**config.mk**
```make
export PLATFORM = sky130hd
export DESIGN_NAME = rsm_controller
export DESIGN_NICKNAME = d
export VERILOG_FILES = /design/src/rtl/rsm_pkg.sv /design/src/rtl/rsm_controller.sv
export SDC_FILE = /design/constraint.sdc
export NUM_CORES = 1
export LEC_CHECK = 0
export BUFFER_PORTS_ARGS = -buffer_cell sky130_fd_sc_hd__clkbuf_2
export CAP_MARGIN = 20
export CORE_AREA = 2 2 39 41
export DETAILED_ROUTE_END_ITERATION = 12
export DIE_AREA = 0 0 41 43
export GPL_ROUTABILITY_DRIVEN = 0
export GPL_TIMING_DRIVEN = 0
export HOLD_SLACK_MARGIN = 0.15
export SKIP_CTS_REPAIR_TIMING = 1
export SYNTH_ARGS = -nofsm -noshare
export SYNTH_HDL_FRONTEND = slang
export SYNTH_SLANG_ARGS = --single-unit
```
**constraint.sdc**
```tcl
create_clock -name clk -period 1.92 [get_ports clk]
set_clock_uncertainty 0.1 [all_clocks]
set_input_delay 0.288 -clock clk [delete_from_list [all_inputs] [get_ports clk]]
set_output_delay 0.288 -clock clk [all_outputs]
set_load 0.03 [all_outputs]
```
**src/rtl/rsm_pkg.sv**
```systemverilog
// rsm_pkg: shared state encoding, instruction field constants and decode helper for the RSM controller
package rsm_pkg;
  typedef enum logic [2:0] {WAIT, DECODE, GET_A, GET_B, ALU, WRITE_REG, WRITE_IMM} state_t;
  localparam logic [2:0] OPC_MOV = 3'b110;
  localparam logic [2:0] OPC_ALU = 3'b101;
  localparam logic [1:0] OP_ADD = 2'b00;
  localparam logic [1:0] OP_CMP = 2'b01;
  localparam logic [1:0] OP_AND = 2'b10;
  localparam logic [1:0] OP_MVN = 2'b11;
  localparam logic [1:0] OP_MOVI = 2'b10;
  localparam logic [1:0] OP_MOVR = 2'b00;
  localparam logic [2:0] NSEL_NONE = 3'b000;
  localparam logic [2:0] NSEL_RM = 3'b001;
  localparam logic [2:0] NSEL_RD = 3'b010;
  localparam logic [2:0] NSEL_RN = 3'b100;
  localparam logic [1:0] VSEL_C = 2'b00;
  localparam logic [1:0] VSEL_PC = 2'b01;
  localparam logic [1:0] VSEL_IMM8 = 2'b10;
  localparam logic [1:0] VSEL_MDATA = 2'b11;
  function automatic state_t decode_next(input logic [2:0] opc, input logic [1:0] o);
    return {opc, o} == {OPC_MOV, OP_MOVI} ? WRITE_IMM :
           ({opc, o} == {OPC_MOV, OP_MOVR} || {opc, o} == {OPC_ALU, OP_MVN}) ? GET_B :
           opc == OPC_ALU ? GET_A : WAIT;
  endfunction
endpackage

```
**src/rtl/rsm_controller.sv**
```systemverilog
// rsm_controller: SRM sequencing FSM; in clk/reset_n/s/opcode/op, out nsel/vsel/asel/bsel/loada/loadb/loadc/loads/write/w/illegal
module rsm_controller
  import rsm_pkg::*;
#(
  parameter bit ILLEGAL_STICKY = 1'b1
) (
  input  logic       clk,
  input  logic       reset_n,
  input  logic       s,
  input  logic [2:0] opcode,
  input  logic [1:0] op,
  output logic [2:0] nsel,
  output logic [1:0] vsel,
  output logic       asel,
  output logic       bsel,
  output logic       loada,
  output logic       loadb,
  output logic       loadc,
  output logic       loads,
  output logic       write,
  output logic       w,
  output logic       illegal
);
  state_t state, next;
  logic is_cmp, is_unary, bad;
  assign is_cmp = {opcode, op} == {OPC_ALU, OP_CMP};
  assign is_unary = {opcode, op} == {OPC_MOV, OP_MOVR} || {opcode, op} == {OPC_ALU, OP_MVN};
  assign bad = decode_next(opcode, op) == WAIT;
  always_comb begin
    next = state;
    case (state)
      WAIT:    next = s ? DECODE : WAIT;
      DECODE:  next = decode_next(opcode, op);
      GET_A:   next = GET_B;
      GET_B:   next = ALU;
      ALU:     next = is_cmp ? WAIT : WRITE_REG;
      default: next = WAIT;
    endcase
  end
  always_comb begin
    nsel = (state == GET_A || state == WRITE_IMM) ? NSEL_RN :
           state == GET_B ? NSEL_RM :
           state == WRITE_REG ? NSEL_RD : NSEL_NONE;
    vsel = state == WRITE_IMM ? VSEL_IMM8 : VSEL_C;
    asel = state == ALU && is_unary;
    bsel = 1'b0;
    loada = state == GET_A;
    loadb = state == GET_B;
    loadc = state == ALU && !is_cmp;
    loads = state == ALU && is_cmp;
    write = state == WRITE_REG || state == WRITE_IMM;
    w = state == WAIT;
  end
  // sticky mode holds the flag until the next accepted start; pulse mode lets it drop after one cycle
  always_ff @(posedge clk or negedge reset_n) begin
    if (!reset_n) begin
      state <= WAIT;
      illegal <= 1'b0;
    end else begin
      state <= next;
      illegal <= (state == DECODE && bad) | (ILLEGAL_STICKY && illegal && !(state == WAIT && s));
    end
  end
endmodule

```
After elaboration in Yosys (flattened, before gate mapping)
Cells that the tools add are included.
{"block": "totals", "register_bits": 4, "wordCells": 37, "out_inout_bits": 14, "input_bits": 8}
{"block": "op_classes", "n_reduce_logical": 13, "eq_ne": 11, "bitwise": 1, "n_mux": 10}
{"cell": "5-bit == test, second input constant", "n": 4}
{"cell": "3-bit case mux with 5 select lines", "n": 1}
{"cell": "3-bit == test, second input constant", "n": 4}
{"cell": "2-bit two-way mux", "n": 5}
{"cell": "3-bit two-way mux", "n": 3}
{"cell": "3-bit by 2-bit == test with 1-bit output, second input constant", "n": 2}
{"cell": "1-bit logical AND", "n": 6}
{"cell": "3-bit logical NOT", "n": 2}
{"cell": "3-bit by 1-bit == test with 1-bit output, second input constant", "n": 1}
{"cell": "1-bit logical OR", "n": 3}
{"cell": "1-bit logical NOT", "n": 2}
{"cell": "1-bit two-way mux", "n": 1}
{"cell": "1-bit OR", "n": 1}

Depth between registers and ports, before layout
{"block": "logic_depth", "word_depth": 7, "ltp_mapped": 4, "mapped_depth_nobuf": 3}

Worst setup path after synthesis
Ideal clock, no wire load.
{"block": "synth_path", "kind": "reg-to-output", "startpoint": "reg state[1]", "endpoint": "out loads", "arrival_ns": 1.523, "path_buffers": 0, "required_ns": 1.532, "path_slack_ns": 0.009, "stages_incl_launch_ff": 3, "path_cell_list": "dfrtp_1 > or3b_4 > nor3_1"}
{"block": "synth_via", "elab_chain_len": 2}
{"element": "start, declared", "line": "rsm_controller.sv:24", "text": "state_t state, next;"}
{"element": "start signal, assigned", "line": "rsm_controller.sv:60", "text": "state <= next;"}
{"element": "3-bit == test", "line": "rsm_controller.sv:50", "text": "loads = state == ALU && is_cmp;"}
{"element": "1-bit logical AND", "line": "rsm_controller.sv:50"}
{"element": "end, declared", "line": "rsm_controller.sv:19", "text": "output logic loads,"}
Every way passes these cells.

Final worst setup path
{"block": "layout_path", "startpoint": "reg state[1]", "endpoint": "out loadc"}
{"block": "layout_via", "elab_chain_len": 2}
{"element": "3-bit == test", "line": "rsm_controller.sv:49", "text": "loadc = state == ALU && !is_cmp;"}
{"element": "1-bit logical AND", "line": "rsm_controller.sv:49"}
{"element": "end, declared", "line": "rsm_controller.sv:18", "text": "output logic loadc,"}
Every way passes these cells.

==> reports/qor.yml <==
outcome:
  status: "finished, final reports clean"
setup_path:
  r2r_cells: 3
  critical_path_peak_fanout: 5
  rrSetupSlack_ns: 0.62
  cp.arrival_ns: 1.48
  cp_num_buf_inv: 2
  critPathTopFamily: "flip-flops"
  r2r-start: "state[1]$_DFF_PN0_"
  worstPathCellList: "or3b_4 -> o21bai_4 -> inv_1 -> buf_4"
  crit_type: "reg -> out"
  cp.required_ns: 1.53
  timing.rr.end: "state[0]$_DFF_PN0_"
  critPathMaxStageDelay_ns: 0.42
  crit_start: "state[1]$_DFF_PN0_"
  setup.worst_path.end_class: "output pin"
  crit_slowest_cell: "dfrtp_2"
  cp-start-kind: "flop"
timing:
  fin_ws_ns: 0.04923
  fin_crit_ns: 1.871
  fin_tns_setup_ns: 0
  slew_violations: 0
  setup-violations-final: 0
  fmax_mhz: 534.5
  hold_viol: 0
  period_share_pct: 97.44
  rsz0062_at_grt: "false"
routing:
  vias_per_cell: 4.307
  firstDrtPassIters: 2
  wl_um: 833
  drtIter0Drc: 2
  final_antenna_net_count: 0
  wl_per_cell_um: 9.466
  num_vias: 379
  drc: 0
clocking:
  cts.path.max_buffers: 2
  clk_latency_ns: 0.24
  cts_tree: "built"
  clock-root-buffer: "clkbuf_4"
  clk_pin_slew_ns: 0.04
  htreeDepth: 1
  clock_sinks: 4
  numCtsBuffers: 3
global_routing:
  antenna_found_initial: 0
  grt_pass1_vias: 318
  grt_use_met2_pct: 14.06
  met1_usage_pct: 14.10
  met3_usage_pct: 3.141
  grt-busiest-layer: "met1"
  grt_util_all_layers_pct: 11.01
  grt_pass1_wl_um: 1255
  grt_overflow_total: 0
  grt_max_degree: 11
layout:
  post-route-util_pct: 41.59
  fin_nets: 82
  layout-drive-gt1-share_pct: 54.17
  seq_area_um2: 102.6
  final.fill_count: 151
  final_cell_area_um2: 575.6
  multi_input_area_um2: 261.5
  syn2layout_area_growth_pct: 47.91
  n_antenna_cell: 0
pwr:
  leakagePower_nw: 0.3066
  vdd_ir_drop_max_mv: 0.4523
  power_density_nw_per_um2: 1451
synth:
  synth-main-ff-cell: "dfrtp_1"
  synthCells: 44
  synth_warnings: 0
  ys_seq_area_share_pct: 25.72
  postSynthAreaPerCell_um2: 8.844
  syn_area_um2: 389.1
  async_flop_share_pct: 100.0
  yosys.cell_types.count: 27
  synth_enable_flop_cells: 0
  ys_ff_latch: 4
floorplan:
  die_w_um: 41
  die_area_um2: 1763
  row_count: 14
  pin_count: 22
  start_util_pct: 28.12
  die_y_um: 43
  core_um2: 1384
flow_run:
  drv_cap: 0
placed_design:
  postPlaceCellArea_um2: 508.0
  portBuffers: 19
  hpwl_um: 636.9
  dp_worst_setup_slack_ns: 0.2236
worst_hold_path:
  min_from: "s"
  hold_end: "illegal$_DFF_PN0_"
  hold_depth: 3
  hold_path_class: "in -> reg"
cell type report:
type | instances | area share (%)
Timing Repair Buffer | 24 | 23.91
Multi-Input combinational cell | 35 | 45.43
Clock buffer | 3 | 3.913
Buffer | 3 | 3.478
Sequential cell | 4 | 17.83
Inverter | 3 | 1.957
Tap cell | 16 | 3.478
placed cells by master, fill, tap and decap left out, types with 2 or more instances in the layout:
master	Yosys	routed
nor3_1	2	2
buf_4	2	7
clkbuf_2	0	17
inv_1	3	3
nor2_1	6	6
dfrtp_1	4	2
o21ai_0	2	2
buf_2	1	2
nand2_1	2	2
conb_1	1	2
nand2b_1	3	3
clkbuf_4	0	3
dfrtp_2	0	2
and3_1	2	2
cells by family after synthesis:
kind of cell	count (synthesis)	synth area share, %
and+or+nand+nor	23	36.34
DFF	4	25.72
other	1	0.9637
buffers and inverters	6	8.036
AOI/OAI and AO/OA	10	28.94
sequential cells by signal, indices dropped and copies added, names as in the netlist:
name	cells
state	3
illegal	1
stage by stage:
step / instances / power, W / hold WS [ns]
4_1_cts: 83 / 0.0007792 / -0.2559
2_1_floorplan: 45 / 0.0005519 / -0.1076
3_3_place_gp: 80 / 0.0006643 / -0.002272
3_5_place_dp: 80 / 0.0006683 / -0.004009
6_report: 88 / 0.0008349 / 0.2597
5_1_grt: 88 / 0.0008978 / 0.2795
synth_stat cells (2+ instances only):
master,count,area [um^2]
and3_1,2,12.51
buf_4,2,15.01
dfrtp_1,4,100.1
inv_1,3,11.26
nand2_1,2,7.510
nand2b_1,3,18.77
nor2_1,6,22.52
nor3_1,2,10.01
o21ai_0,2,10.01
worst max path at each step:
stage          endpoint  slack [ns]  depth (start not counted)
6_report          loadc        0.05                          4
5_1_grt           loads       0.001                          3
4_1_cts           loadc       -0.03                          4
3_5_place_dp      loadc        0.22                          4
3_3_place_gp      loadc        0.23                          4
2_1_floorplan     loads       0.009                          2
worst min-delay path: stages:
cell and delay (ns):
clkbuf_2 0.09, nand2_1 0.06, a22o_1 0.12
per-layer routing:
metal | routed length (um) | share of wire, %
met5 | 0 | 0
met4 | 0 | 0
met3 | 52 | 6.2
met2 | 416 | 50
met1 | 365 | 44
power by group:
part           internal, W  switching, W
logic             0.000235      0.000339
registers         0.000128     0.0000280
clock network    0.0000700     0.0000350
No activity file was read; power rests on OpenSTA's default activity.
